==> config.mk <==
export PLATFORM = sky130hd
export DESIGN_NAME = jzjpcc_mmio_responder
export DESIGN_NICKNAME = d
export VERILOG_FILES = /design/src/rtl/jzjpcc_mmio_responder.sv
export SDC_FILE = /design/constraint.sdc
export NUM_CORES = 2
export LEC_CHECK = 0
export CAP_MARGIN = 0
export CORE_AREA = 5 5 220 276
export DETAILED_ROUTE_END_ITERATION = 10
export DIE_AREA = 0 0 225 281
export PLACE_DENSITY = 0.92
export SLEW_MARGIN = 30
export SYNTH_ARGS = -nofsm -noshare
export SYNTH_HDL_FRONTEND = slang
export SYNTH_SLANG_ARGS = --single-unit
export TNS_END_PERCENT = 5
==> constraint.sdc <==
create_clock -name clock -period 4.65 [get_ports clock]
set_input_delay 0.6975 -clock clock [delete_from_list [all_inputs] [get_ports clock]]
set_output_delay 0.6975 -clock clock [all_outputs]
set_load 0.01 [all_outputs]
==> src/rtl/jzjpcc_mmio_responder.sv <==
// MMIO window responder: registered output words, synchronised input words with sticky
// change flags, and a fixed ID word, served over a single-cycle-latency load/store port.
module jzjpcc_mmio_responder #(
  parameter int unsigned NUM_PORTS          = 8,
  parameter logic [31:0] OUTPUT_RESET_VALUE = 32'h0000_0000
) (
  input  logic                        clock,
  input  logic                        reset,
  input  logic                        select,
  input  logic [4:0]                  wordAddr,
  input  logic                        writeEnable,
  input  logic [3:0]                  byteWriteMask,
  input  logic [31:0]                 writeData,
  output logic [31:0]                 readData,
  output logic                        readValid,
  input  logic [NUM_PORTS-1:0][31:0]  mmioInputs,
  output logic [NUM_PORTS-1:0][31:0]  mmioOutputs
);

  localparam logic [31:0] IdValue  = 32'h4D4D_494F;
  localparam logic [4:0]  ChgAddr  = 5'd16;
  localparam logic [4:0]  IdAddr   = 5'd17;
  localparam logic [4:0]  InBase   = 5'd8;

  logic [NUM_PORTS-1:0][31:0] out_q, out_d;
  logic [NUM_PORTS-1:0][31:0] sync1_q, in_q;
  logic [NUM_PORTS-1:0]       chg_q, chg_d;
  logic [31:0]                read_data_q, read_data_d;
  logic                       read_valid_q, read_valid_d;

  logic store_req, load_req;

  assign store_req = select & writeEnable;
  assign load_req  = select & ~writeEnable;

  always_comb begin
    out_d = out_q;
    for (int unsigned p = 0; p < NUM_PORTS; p++) begin
      if (store_req && wordAddr == 5'(p)) begin
        for (int unsigned b = 0; b < 4; b++) begin
          if (byteWriteMask[b]) out_d[p][8*b +: 8] = writeData[8*b +: 8];
        end
      end
    end
  end

  // Clear first, then apply set events so a same-edge set wins over the clear.
  always_comb begin
    chg_d = chg_q;
    if (store_req && wordAddr == ChgAddr && byteWriteMask[0]) begin
      chg_d = chg_q & ~writeData[NUM_PORTS-1:0];
    end
    for (int unsigned p = 0; p < NUM_PORTS; p++) begin
      if (sync1_q[p] != in_q[p]) chg_d[p] = 1'b1;
    end
  end

  always_comb begin
    read_valid_d = load_req;
    read_data_d  = read_data_q;
    if (load_req) begin
      read_data_d = '0;
      for (int unsigned p = 0; p < NUM_PORTS; p++) begin
        if (wordAddr == 5'(p))          read_data_d = out_q[p];
        if (wordAddr == InBase + 5'(p)) read_data_d = in_q[p];
      end
      if (wordAddr == ChgAddr) read_data_d = 32'(chg_q);
      if (wordAddr == IdAddr)  read_data_d = IdValue;
    end
  end

  always_ff @(posedge clock) begin
    if (reset) begin
      out_q        <= {NUM_PORTS{OUTPUT_RESET_VALUE}};
      sync1_q      <= '0;
      in_q         <= '0;
      chg_q        <= '0;
      read_data_q  <= '0;
      read_valid_q <= 1'b0;
    end else begin
      out_q        <= out_d;
      sync1_q      <= mmioInputs;
      in_q         <= sync1_q;
      chg_q        <= chg_d;
      read_data_q  <= read_data_d;
      read_valid_q <= read_valid_d;
    end
  end

  assign mmioOutputs = out_q;
  assign readData    = read_data_q;
  assign readValid   = read_valid_q;

endmodule

* Word-level counts from Yosys, hierarchy flattened
Index checks and enable logic that the tools add are counted.
Word-level totals: bits of input ports 301, register bits after elaboration 809
Operators by class: muxes and demuxes 27, bitwise logic cells 5, eq/ne operators 25, reduce and logical (&&, ||, !) cells 51
Operators with widths (number):
- two-way mux 32 bit | 18
- inequality test 32 bit | 8
- AND reduction 2 bit | 32
- equality test 5 x 4 -> 1 bit (second input constant) | 8
- equality test 5 x 3 -> 1 bit (second input constant) | 4
- nonzero test 2 bit | 8
- equality test 5 x 2 -> 1 bit (second input constant) | 2
- equality test 5 bit (second input constant) | 2
- logical AND 1 bit | 10
- bitwise AND 8 bit | 1
- two-way mux 1 bit | 8
- two-way mux 8 bit | 1
- inverter 8 bit | 1
- equality test 5 x 1 -> 1 bit (second input constant) | 1
- zero test 5 bit | 1
- bitwise AND 1 bit | 2
- inverter 1 bit | 1

* Longest topological paths before layout
depth after elaboration 19, mapped depth 11, gate-level depth less buffers 6

* Least setup slack after synthesis
OpenSTA, ideal clock, no wires.
path kind input to register, from input wordAddr[0], to register out_q (netlist bit mmioOutputs[0]), stages 9, path buffers 3, path slack 2.334 ns, required time 4.518 ns, data arrival time 2.184 ns, library setup time 0.132 ns, cells stage by stage buf_6 -> or3_1 -> buf_6 -> nor3_4 -> and3_1 -> buf_4 -> nand2_1 -> nand2_1 -> a21oi_1
Between the ends: word-level cells in the longest chain between the ends 3
Ends and longest elaborated chain:
- start, declared | line 10 | input logic [4:0] wordAddr,
- zero test 5 bit | line 39 | if (store_req && wordAddr == 5'(p)) begin
- logical AND 1 bit | line 39
- AND reduction 2 bit (no source line)
- end signal, assigned | line 74 | out_q <= {NUM_PORTS{OUTPUT_RESET_VALUE}};
- end signal, assigned | line 81 | out_q <= out_d;
- end, declared | line 25 | logic [NUM_PORTS-1:0][31:0] out_q, out_d;
No other way between the ends. A chain may end at the register's enable or synchronous reset.

* Final worst setup path
from input wordAddr[2], to register read_data_q[4] (netlist: readData[4])
Between the ends: word-level cells in the longest chain between the ends 19, elaborated cells between the ends (all ways) 36
Ends and longest elaborated chain:
- zero test 5 bit | line 64 | if (wordAddr == 5'(p)) read_data_d = out_q[p];
- two-way mux 32 bit | line 64
- two-way mux 32 bit | line 65 | if (wordAddr == InBase + 5'(p)) read_data_d = in_q[p];
- two-way mux 32 bit | line 64
- two-way mux 32 bit | line 65
- two-way mux 32 bit | line 64
- two-way mux 32 bit | line 65
- two-way mux 32 bit | line 64
- [3 not listed]
- two-way mux 32 bit | line 64
- two-way mux 32 bit | line 65
- two-way mux 32 bit | line 64
- two-way mux 32 bit | line 65
- two-way mux 32 bit | line 64
- two-way mux 32 bit | line 65
- two-way mux 32 bit | line 67 | if (wordAddr == ChgAddr) read_data_d = 32'(chg_q);
- two-way mux 32 bit * | line 68 | if (wordAddr == IdAddr) read_data_d = IdValue;
- end signal, assigned | line 85 | read_data_q <= read_data_d;
- end, declared | line 28 | logic [31:0] read_data_q, read_data_d;
Mark *: on every way between the ends. The rest lies on a longest branch, timed or not.

==> impl_metrics.tcl <==
set metrics [dict create \
    firstDrtPassIters 6 \
    fmax_mhz 280 \
    cts_buffer_depth 3 \
    vias_per_cell 6.54 \
    cts_tree "done" \
    crit_arrival_ns 4.11 \
    wirelength_um 166000 \
    skew_ns 0.0299 \
    dp_hpwl_um 122000 \
    worst_slew_pin_slew_ns 1.21 \
    post_cts_buffers 0 \
    io_pins 590 \
    clock-root-buffer "clkbuf_16" \
    initial_core_util_pct 55.4 \
    design_area_sq_um 41200 \
    synth.distinct_cells 83 \
    cts_resized 0 \
    clk_latency_ns 0.64 \
    holdWs_ns 0.470 \
    route.detailed.drc 0 \
    total_power_mw 15.7 \
    avgSynthCellArea_sq_um 9.01 \
    grt_remaining_overflow 0 \
    grt_pass1_wl_um 227000 \
    finalHoldViolCount 0 \
    cts-buffers-inserted 76 \
    async_flop_share_pct 0 \
    pwr_density_cell_nw_per_um2 380 \
    synth_edf_count 0 \
    worstSetupPathType "in -> reg" \
    ys_seq_area_share_pct 50.6 \
    p_sw_mw 3.99 \
    grt_pass1_vias 31400 \
    power_frac_seq_pct 47.4 \
    tns_ns 0 \
    ys_seq_elements 809 \
    internal-power_mw 11.7 \
    die_w_um 225 \
    drtIter0Drc 5325 \
    postRouteAntennaNets 0 \
    pwr-share-clk_pct 42.9 \
    swShare_pct 25.5 \
    rsz0062_at_grt "false" \
    critPathLaunchType "primary input" \
    cp_max_fo 13 \
    wl_per_cell_um 33.7 \
    holdBufCountCts 0 \
    port_buffers 589 \
    p_comb_share_pct 9.6 \
    core-area_sq_um 57800 \
    maxCapViolations 0 \
    status "complete, no violations" \
    layout_common_cells "809 x dfxtp_1, 575 x clkdlybuf4s50_1, 526 x nor2b_1" \
    rows 99 \
    clk_pin_slew_ns 0.07 \
    endpoint_kind "register" \
    mostFrequentLayoutCell "dfxtp_1" \
    htree_levels 3 \
    grt.total_usage_pct 50.0 \
    required_ns 5.19 \
    relSlewSlack_pct 19.2 \
    syn-num-nets 3854 \
    fin_crit_ns 3.57 \
    numClockSinks 809 \
    grt_max_degree 236 \
    fill_cells 4081 \
    ir_drop_mv 0.376 \
    die_h_um 281 \
    synth-main-ff-cell "dfxtp_1" \
    placed_cell_area_sq_um 38600 \
    gp_congestion 1.13 \
    netlist_instances 3553 \
    layout-drive-gt1-share_pct 7.13 \
    p_leak_nw 14.3 \
    period_share_pct 76.7 \
    grt_antenna_before_repair 18 \
    die-area_sq_um 63200 \
    setup_viol 0 \
    area_growth_pct 28.8 \
    fin_nets 4381 \
    yosys_warnings 0 \
    slew_violations 0 \
    num_vias 32100 \
    hold_class "reg -> reg" \
    syn_area_sq_um 32000 \
]
[path summary, 6_finish.rpt]
check	startpoint	to	slack (ns)	cells after the start
max reg2reg	mmioOutputs[51]	readData[19]	2.28	6
min reg2reg	sync1_q[65]	in_q[65]	0.47	1
min	sync1_q[65]	in_q[65]	0.47	1
max	wordAddr[2]	readData[4]	1.08	8
[layout make-up]
cell class | instances | area, sq um | area share, %
antenna | 15 | 37.5 | 0.0910
tap | 757 | 947 | 2.30
inverter | 7 | 26.3 | 0.0637
multi-input combinational | 2498 | 14700 | 35.7
clock buffer | 105 | 2180 | 5.29
clock inverter | 31 | 477 | 1.16
sequential | 809 | 16200 | 39.3
timing repair buffer | 688 | 6660 | 16.2
[sequential cells by signal, summed over array words and instances, names as in the netlist]
| name | count |
|---|---|
| in_q | 256 |
| mmioOutputs | 256 |
| sync1_q | 256 |
| readData | 32 |
| chg_q | 8 |
| readValid | 1 |
[critical path, stage by stage]
cell and delay (ns):
clkdlybuf4s50_1 0.74, or2_1 0.54, buf_4 0.26, nor3_2 0.65, a22oi_1 0.32, a31oi_1 0.40, o221ai_1 0.20, a221oi_1 0.28
[synthesized netlist by cell type (5+ instances only)]
cell       number  area (sq um)
a211o_1        10          87.6
a211oi_1       17           128
a21o_1          7          52.6
a21oi_1       322          1610
a221o_1        12           120
a221oi_1       39           342
a222oi_1        8          80.1
a22oi_1        31           233
a2bb2oi_1       7          61.3
a31oi_1        18           113
and2_1          5          31.3
and3_1          6          37.5
buf_1           5          18.8
buf_2          43           215
buf_4           9          67.6
buf_6          11           124
clkbuf_1      147           552
clkbuf_2       24           120
dfxtp_1       809         16200
inv_1           5          18.8
mux2_2          8          90.1
mux2i_1        16           160
nand2_1       522          1960
nand2b_1        9          56.3
nand3_1        64           320
nand4_1        67           419
nor2_1        122           458
nor2_2         14          87.6
nor2b_1       527          3300
nor3_1         29           145
nor4_1         25           156
o211ai_1       11          82.6
o21a_1          6          45.0
o21ai_0       173           866
o21ai_1         5          25.0
o21bai_1        5          37.5
o221ai_1       14           123
o22ai_1        43           269
o2bb2ai_1      10          87.6
o31ai_1         5          37.5
or3_1           7          43.8
xnor2_1       256          2240
[routing by layer]
layer	up-vias	part of all wire [%]	track usage (%)
met2	2997	43	76.0
met4	10	12	44.8
met3	943	13	16.0
met5	-	0.037	0
met1	15000	32	55.7
li1	13200	-	-
[per-stage QoR]
stage                     utilization, %  cells  setup WS, ns
after floorplan                        -   3553          2.33
after global placement              66.7   4758         0.579
after detailed placement            66.6   4758         0.593
after CTS                           71.2   4894          1.23
after global routing                71.3   4899          1.07
final                               71.3   4910          1.08
[kinds of logic (layout without fill, tap and decap cells)]
group	after synthesis	in the layout	synth area share, %
and+or+nand+nor	1436	1436	23.2
muxes	26	26	0.922
other	0	15	0
buffers and inverters	246	831	3.51
xor gates and xnor gates	256	256	7.00
DFF	809	809	50.6
AOI/OAI and AO/OA	780	780	14.8
[power by group through the flow]
stage	combinational (mW)	sequential, mW	clock, mW
after floorplan	0.740	7.44	0
after global placement	1.40	7.55	0
after detailed placement	1.42	7.56	0
after CTS	1.45	7.41	6.66
after global routing	1.54	7.43	6.98
final	1.51	7.43	6.72
Note: power is estimated with default switching activity, not from simulation.
